File: config.mk
export PLATFORM = sky130hd
export DESIGN_NAME = hazard_ctrl
export DESIGN_NICKNAME = d
export VERILOG_FILES = /design/src/rtl/hazard_ctrl.sv
export SDC_FILE = /design/constraint.sdc
export NUM_CORES = 1
export LEC_CHECK = 0
export BUFFER_PORTS_ARGS = -buffer_cell sky130_fd_sc_hd__buf_2
export CORE_ASPECT_RATIO = 1.1
export CORE_MARGIN = 4
export CORE_UTILIZATION = 50
export CTS_BUF_LIST = sky130_fd_sc_hd__clkbuf_8 sky130_fd_sc_hd__clkbuf_16
export CTS_CLUSTER_SIZE = 12
export DETAILED_ROUTE_END_ITERATION = 10
export GPL_ROUTABILITY_DRIVEN = 0
export PLACE_DENSITY = 0.81
export SYNTH_ARGS = -nofsm -noshare
export SYNTH_HDL_FRONTEND = slang
export SYNTH_SLANG_ARGS = --single-unit
File: constraint.sdc
create_clock -name clk -period 2.96 [get_ports clk]
set_input_delay 0.592 -clock clk [delete_from_list [all_inputs] [get_ports clk]]
set_output_delay 0.592 -clock clk [all_outputs]
set_load 0.01 [all_outputs]
File: src/rtl/hazard_ctrl.sv
// Pipeline sequencing controller for the 5-stage RV32I core: EX forwarding selects,
// load-use bubbles, memory-wait freezes, redirect sequencing and saturating perf counters.
module hazard_ctrl #(
  parameter int STALL_CNT_W = 32,
  parameter int FLUSH_CNT_W = 16
) (
  input  logic                   clk,
  input  logic                   rst_n,
  input  logic [4:0]             id_rs1,
  input  logic [4:0]             id_rs2,
  input  logic                   id_use_rs1,
  input  logic                   id_use_rs2,
  input  logic [4:0]             ex_rs1,
  input  logic [4:0]             ex_rs2,
  input  logic [4:0]             ex_rd,
  input  logic                   ex_regwrite,
  input  logic                   ex_load,
  input  logic [4:0]             mem_rd,
  input  logic                   mem_regwrite,
  input  logic [2:0]             mem_src,
  input  logic [4:0]             wb_rd,
  input  logic                   wb_regwrite,
  input  logic [2:0]             wb_src,
  input  logic                   redirect_req,
  input  logic                   imem_read,
  input  logic                   imem_resp,
  input  logic                   dmem_req,
  input  logic                   dmem_resp,
  output logic                   stall_if,
  output logic                   stall_id,
  output logic                   stall_ex,
  output logic                   stall_mem,
  output logic                   stall_wb,
  output logic                   bubble_ex,
  output logic                   flush_if_id,
  output logic                   flush_id_ex,
  output logic                   pc_load,
  output logic [1:0]             pcmux_sel,
  output logic [3:0]             fwd_a,
  output logic [3:0]             fwd_b,
  output logic [STALL_CNT_W-1:0] stall_cycles,
  output logic [FLUSH_CNT_W-1:0] flush_count
);

  typedef enum logic [1:0] {RUN, DWAIT, IWAIT, IFLUSH} state_t;

  state_t                 r_state;
  state_t                 w_state_next;
  logic                   r_pend;
  logic                   w_pend_next;
  logic                   r_active;
  logic [STALL_CNT_W-1:0] r_stall_cnt;
  logic [FLUSH_CNT_W-1:0] r_flush_cnt;

  logic w_dmiss;
  logic w_redir;
  logic w_fout;
  logic w_load_use;

  // A load result sitting in EX/MEM is not yet available, so it falls back to the register file.
  function automatic logic [3:0] fwd_sel(
    input logic [4:0] rs,
    input logic [4:0] m_rd, input logic m_we, input logic [2:0] m_src,
    input logic [4:0] w_rd, input logic w_we, input logic [2:0] w_src
  );
    fwd_sel = 4'h0;
    if (rs != 5'd0) begin
      if (m_we && (m_rd == rs)) begin
        if (m_src <= 3'd3) fwd_sel = 4'h2 + {1'b0, m_src};
      end else if (w_we && (w_rd == rs) && (w_src <= 3'd4)) begin
        fwd_sel = 4'h6 + {1'b0, w_src};
      end
    end
  endfunction

  assign w_dmiss    = (dmem_req || (r_state == DWAIT)) && !dmem_resp;
  assign w_redir    = redirect_req || r_pend || (r_state == IFLUSH);
  assign w_fout     = imem_read && !imem_resp;
  assign w_load_use = ex_load && ex_regwrite && (ex_rd != 5'd0) &&
                      ((id_use_rs1 && (id_rs1 == ex_rd)) || (id_use_rs2 && (id_rs2 == ex_rd)));

  always_comb begin
    stall_if     = 1'b0;
    stall_id     = 1'b0;
    stall_ex     = 1'b0;
    stall_mem    = 1'b0;
    stall_wb     = 1'b0;
    bubble_ex    = 1'b0;
    flush_if_id  = 1'b0;
    flush_id_ex  = 1'b0;
    pc_load      = 1'b0;
    pcmux_sel    = 2'b00;
    fwd_a        = 4'h0;
    fwd_b        = 4'h0;
    w_state_next = r_state;
    w_pend_next  = r_pend;
    if (r_active) begin
      fwd_a = fwd_sel(ex_rs1, mem_rd, mem_regwrite, mem_src, wb_rd, wb_regwrite, wb_src);
      fwd_b = fwd_sel(ex_rs2, mem_rd, mem_regwrite, mem_src, wb_rd, wb_regwrite, wb_src);
      if (w_dmiss || (w_redir && w_fout)) begin
        // Full freeze: either data memory is busy or a redirect waits for the stale fetch.
        {stall_if, stall_id, stall_ex, stall_mem, stall_wb} = 5'b11111;
        w_state_next = w_dmiss ? DWAIT : IFLUSH;
        w_pend_next  = w_redir;
      end else if (w_redir) begin
        pc_load      = 1'b1;
        pcmux_sel    = 2'b01;
        flush_if_id  = 1'b1;
        flush_id_ex  = 1'b1;
        w_state_next = RUN;
        w_pend_next  = 1'b0;
      end else if (w_fout || w_load_use) begin
        stall_if     = 1'b1;
        stall_id     = 1'b1;
        bubble_ex    = 1'b1;
        w_state_next = w_fout ? IWAIT : RUN;
      end else begin
        pc_load      = 1'b1;
        w_state_next = RUN;
      end
    end
  end

  always_ff @(posedge clk or negedge rst_n) begin
    if (!rst_n) begin
      r_state     <= RUN;
      r_pend      <= 1'b0;
      r_active    <= 1'b0;
      r_stall_cnt <= '0;
      r_flush_cnt <= '0;
    end else begin
      r_active <= 1'b1;
      r_state  <= w_state_next;
      r_pend   <= w_pend_next;
      if (stall_if && (r_stall_cnt != {STALL_CNT_W{1'b1}}))
        r_stall_cnt <= r_stall_cnt + 1'b1;
      if (flush_id_ex && (r_flush_cnt != {FLUSH_CNT_W{1'b1}}))
        r_flush_cnt <= r_flush_cnt + 1'b1;
    end
  end

  assign stall_cycles = r_stall_cnt;
  assign flush_count  = r_flush_cnt;

endmodule

# Word level (Yosys, flattened, before mapping)
# Cells that the tools add are included.
# totals
input_bits	54
reg_bits	52
out_inout_bits	67
elab_cells	84
# classes
eq_ne	10
n_reduce_logical	29
magnitude_cmp	2
muxes	34
add_sub_neg	4
# op_table
operator	count
$mux W4	9
$add A32 B1 Y32 const B	1
$ne A32 B32 Y1 const B	1
$eq A5 B5 Y1	6
$mux W1	20
$add A16 B1 Y16 const B	1
$logic_and A1 B1 Y1	16
$ne A16 B16 Y1 const B	1
$reduce_bool A5 Y1	3
$mux W2	5
$logic_or A1 B1 Y1	6
$add A2 B3 Y4 const A	1
$add A3 B3 Y4 const A	1
$le A3 B2 Y1 const B	1
$le A3 B3 Y1 const B	1
$eq A2 B1 Y1 const B	1
$eq A2 B2 Y1 const B	1
$logic_not A1 Y1	2
$reduce_and A2 Y1	1
$reduce_bool A2 Y1	1

# Logic depth before layout (Yosys ltp)
# logic_depth
word_depth	10
mapped_depth	7
mapped_depth_nobuf	7

# Worst setup path after synthesis
# OpenSTA, ideal clock, no wires.
# synth_path
path_type	input-to-output
startpoint	input ex_rd[0]
endpoint	output pc_load
t_required_ps	2368
t_arrival_ps	1983
n_path_buf	1
path_stages	5
slack_ps	385
path_cell_list	or3_1 -> o311a_1 -> a31oi_4 -> buf_6 -> and2_1
# synth_between
elab_chain_len	9
word_cells_on_any_way	13
classes_between	2 x eq/ne; 4 x mux; 7 x reduce/logical
# synth_rtl
element	line	source
start, declared	15	input logic [4:0] ex_rd,
$eq A5 B5 Y1	80	((id_use_rs1 && (id_rs1 == ex_rd)) || (id_use_rs2 && (id_rs2 == ex_rd)));
$logic_and A1 B1 Y1	80	
$logic_or A1 B1 Y1	80	
$logic_and A1 B1 Y1 (*)	79	assign w_load_use = ex_load && ex_regwrite && (ex_rd != 5'd0) &&
$logic_or A1 B1 Y1 (*)	112	end else if (w_fout || w_load_use) begin
$mux W1 (*)	112	
$mux W1 (*)	105	end else if (w_redir) begin
$mux W1 (*)	100	if (w_dmiss || (w_redir && w_fout)) begin
$mux W1 (*)	97	if (r_active) begin
end, declared	37	output logic pc_load,
# Every way passes the cells marked *; elsewhere a longest branch is shown, timed or not.

# Worst setup path in the final report
# layout_path
startpoint	register r_state[1]
endpoint	output stall_if
# layout_between
elab_chain_len	6
word_cells_on_any_way	10
classes_between	2 x eq/ne; 3 x mux; 5 x reduce/logical
# layout_rtl
element	line	source
start, declared	47	state_t r_state;
start signal, assigned	133	r_state <= w_state_next;
$eq A2 B1 Y1 or $eq A2 B2 Y1 (tied branches)	76, 77	
$logic_or A1 B1 Y1 (on tied branches)	76, 77	
$logic_and A1 B1 Y1 (on tied branches)	76, 100	
$logic_or A1 B1 Y1	100	
$mux W1 (*)	100	
$mux W1 (*)	97	
end, declared	29	output logic stall_if,
# Marks and branches as above.

==> summary.txt <==
STA
  • Final worst-path setup slack: 0.334 ns
  • Final worst-path cycle share: approximately nine tenths
  • Worst slew pin tran: ~0.55 ns
  • Slew Limit Fails: 0
  • Fin crit period: ~2.6 ns
  • Min Hold Slack: 0.220 ns
  • Final TNS setup: 0 ns
  • RSZ-0062 raised after global routing: no
  • # setup viols final: 0
  • Hold violation count in the final report: 0
  • Worst relative slew slack: between 60% and 70%
  • Final Skew: between 0.005 and 0.006 ns
  • Max frequency: approximately 380 MHz

Logic synthesis
  • Syn Nets: between 300 and 400
  • Top-area cell type share of the netlist area: slightly above 40%
  • Cell area after synthesis: approximately 0.0032 mm2
  • Leading post-synthesis cells by cell area: dfrtp_1, xor2_1, xnor2_1
  • Synth warn: 0
  • Top FF cell, synth: dfrtp_1
  • Synth cell types: 50
  • EDFF count, synth: 0
  • Yosys reg bits: 52
  • Synth async-reset ratio: 100%
  • Post-synth top area cell: dfrtp_1
  • Avg Cell Area, Syn: 9.74 um2
  • Register area share after synthesis: approximately two fifths
  • Synth Instances: 331

Die
  • Die ar.: just under 0.008 mm2
  • Die Y: about 92 um
  • Starting Density: between 50% and 60%
  • CORE AREA: approximately 0.0062 mm2
  • Die Span X: between 80 and 90 um
  • Rows: 30
  • Ports: between 100 and 150

Clock network
  • Clock Latency Late Sink: about 0.31 ns
  • Clock sink total: 52
  • Clock Path Buffers: 2
  • CTS tree: yes
  • Cts bufs inserted: 5
  • CTS HTree Levels: 2
  • Hold Buf Count CTS: 0
  • PostCTS Resize Cnt: 0
  • Clock transition at path regs: approximately 0.09 ns
  • Root Driver: clkbuf_8
  • Setup Buffers After CTS: 0

Placement
  • IO buf count: roughly 120
  • Setup WS pre-CTS: about 0.39 ns
  • Placed cell areas: approximately 0.0038 mm2
  • HPWL Detailed: 6310 um

Detailed routing
  • WL per Instance: around 15 um
  • DRT Pass-1 Iters: 4
  • DRC: 0
  • WL final: between 7000 and 8000 um
  • Antenna-violating nets left: 0
  • Via count of the routed design: between 2,000 and 3,000
  • DR iter-0 viols: 80
  • DR vias/cell: 5.53

Worst setup path
  • CP Capture Type: output pin
  • Worst R2R Start: stall_cycles[0]
  • Critical Path RT: 2.37 ns
  • CP Launch Type: register
  • FF-to-FF path depth: 7
  • Worst setup startpoint: r_state[1]
  • CP Max Fanout: 6
  • Worst Path Arrival: 2.03 ns
  • Reg-to-reg slack, setup: 0.64 ns
  • Crit Path Category: reg2out
  • Crit Reg-Reg Endpoint: stall_cycles[8]

Global route
  • Initial antenna violation count: 0
  • All-Layer GR Usage: 21.0%
  • First-pass GRT wire length: roughly 13,000 um
  • GRT Residual Overflow: 0
  • Largest net degree at the start of global routing: 34
  • Vias in the first global route: about 2,900

Pwr
  • Maximum vdd ir drop: ~420 uV
  • Power density over cell area: about 530 mW/mm2
  • Static Leak: 0.00192 uW
  • Total power: 2080 uW

Finish
  • N_diodes: 0
  • Area growth from synthesis to layout: 22.9%
  • Post-route cell area: slightly below 0.004 mm2
  • Register area: 0.00130 mm2
  • Layout cell share with drive strength beyond 1: about 32%
  • Nets@finish: approximately 500
  • Fillers: roughly 560
  • Area occupied by multi-input gates: approximately 0.0018 mm2

Worst hold path
  • Hold Path Class: in2async

Outcome
  • Status: complete, no violations

Flow run
  • Max Cap Viol: 0
## stage by stage
stage                     cells  util [%]
final                       528      63.6
after global routing        528      63.6
after CTS                   528      63.6
after detailed placement    520      61.8
after global placement      520      61.8
after floorplan             331         -
## worst max-delay path by stage
| stage | to | cells after the start |
|---|---|---|
| final | stall_if | 5 |
| after floorplan | pc_load | 5 |
| after detailed placement | stall_if | 5 |
| after global routing | stall_if | 5 |
| after CTS | stall_if | 5 |
| after global placement | stall_id | 5 |
## placed cells by master (no fill, tap or decap), types with 9 or more instances in the layout
cell type	count
nand3_1	20
nand4_1	15
xnor2_1	28
xor2_1	48
nor2_1	25
a21oi_1	9
nor3_1	20
dfrtp_1	52
buf_2	119
nand2_1	20
## cell type report
type | count | area share, %
Multi-Input combinational cell | 259 | 45.6
Sequential cell | 52 | 32.8
Timing Repair Buffer | 121 | 15.4
Tap cell | 80 | 2.53
Clock buffer | 5 | 1.74
Clock inverter | 3 | 1.07
Inverter | 8 | 0.758
## cells by family (layout without fill, tap and decap cells)
group           after synthesis  count (layout)  synth area share, %
compound gates               28              28                 6.87
xor+xnor                     76              76                 20.6
fa+ha+maj                     5               5                 1.94
buf+inv                      20             137                 3.57
flops                        52              52                 40.4
mux                           2               2                0.815
other cells                   2               2                0.233
simple gates                146             146                 25.6
## sequential cells by signal, indices dropped and copies added, names as in the netlist
signal,count
r_active,1
stall_cycles,32
r_pend,1
r_state,2
flush_count,16
## report_power, final
group / switching [uW] / total, uW / leakage, uW / internal, uW
Combinational: 319 / 591 / 0.00122 / 272
Clock: 238 / 489 / 0.0000541 / 250
Sequential: 166 / 1000 / 0.000647 / 836
## per-layer routing
layer	routed length [um]	global-route usage [%]	vias to the layer above
li1	-	-	1390
met1	3260	24.8	1393
met2	4040	37.8	121
met3	535	3.86	14
met4	158	7.39	0
met5	0	0	-
## synthesized netlist by cell type, drive strengths merged (3+ instances only)
cell / instances
dfrtp: 52
xor2: 48
xnor2: 28
nor2: 26
nor3: 21
nand2: 20
nand3: 20
nand4: 15
buf: 10
a21oi: 9
and3: 7
and4: 7
inv: 7
nor4: 7
and2: 6
ha: 5
o21ai: 4
or3: 4
nor3b: 3
nor4b: 3
## critical path, cell delays in order, from the launching register on
cell and delay [ns]:
dfrtp_1 0.42, nand2b_1 0.15, a21oi_1 0.43, or2_2 0.26
a32o_1 0.28, buf_2 0.19
No activity file was read; power rests on OpenSTA's default activity.
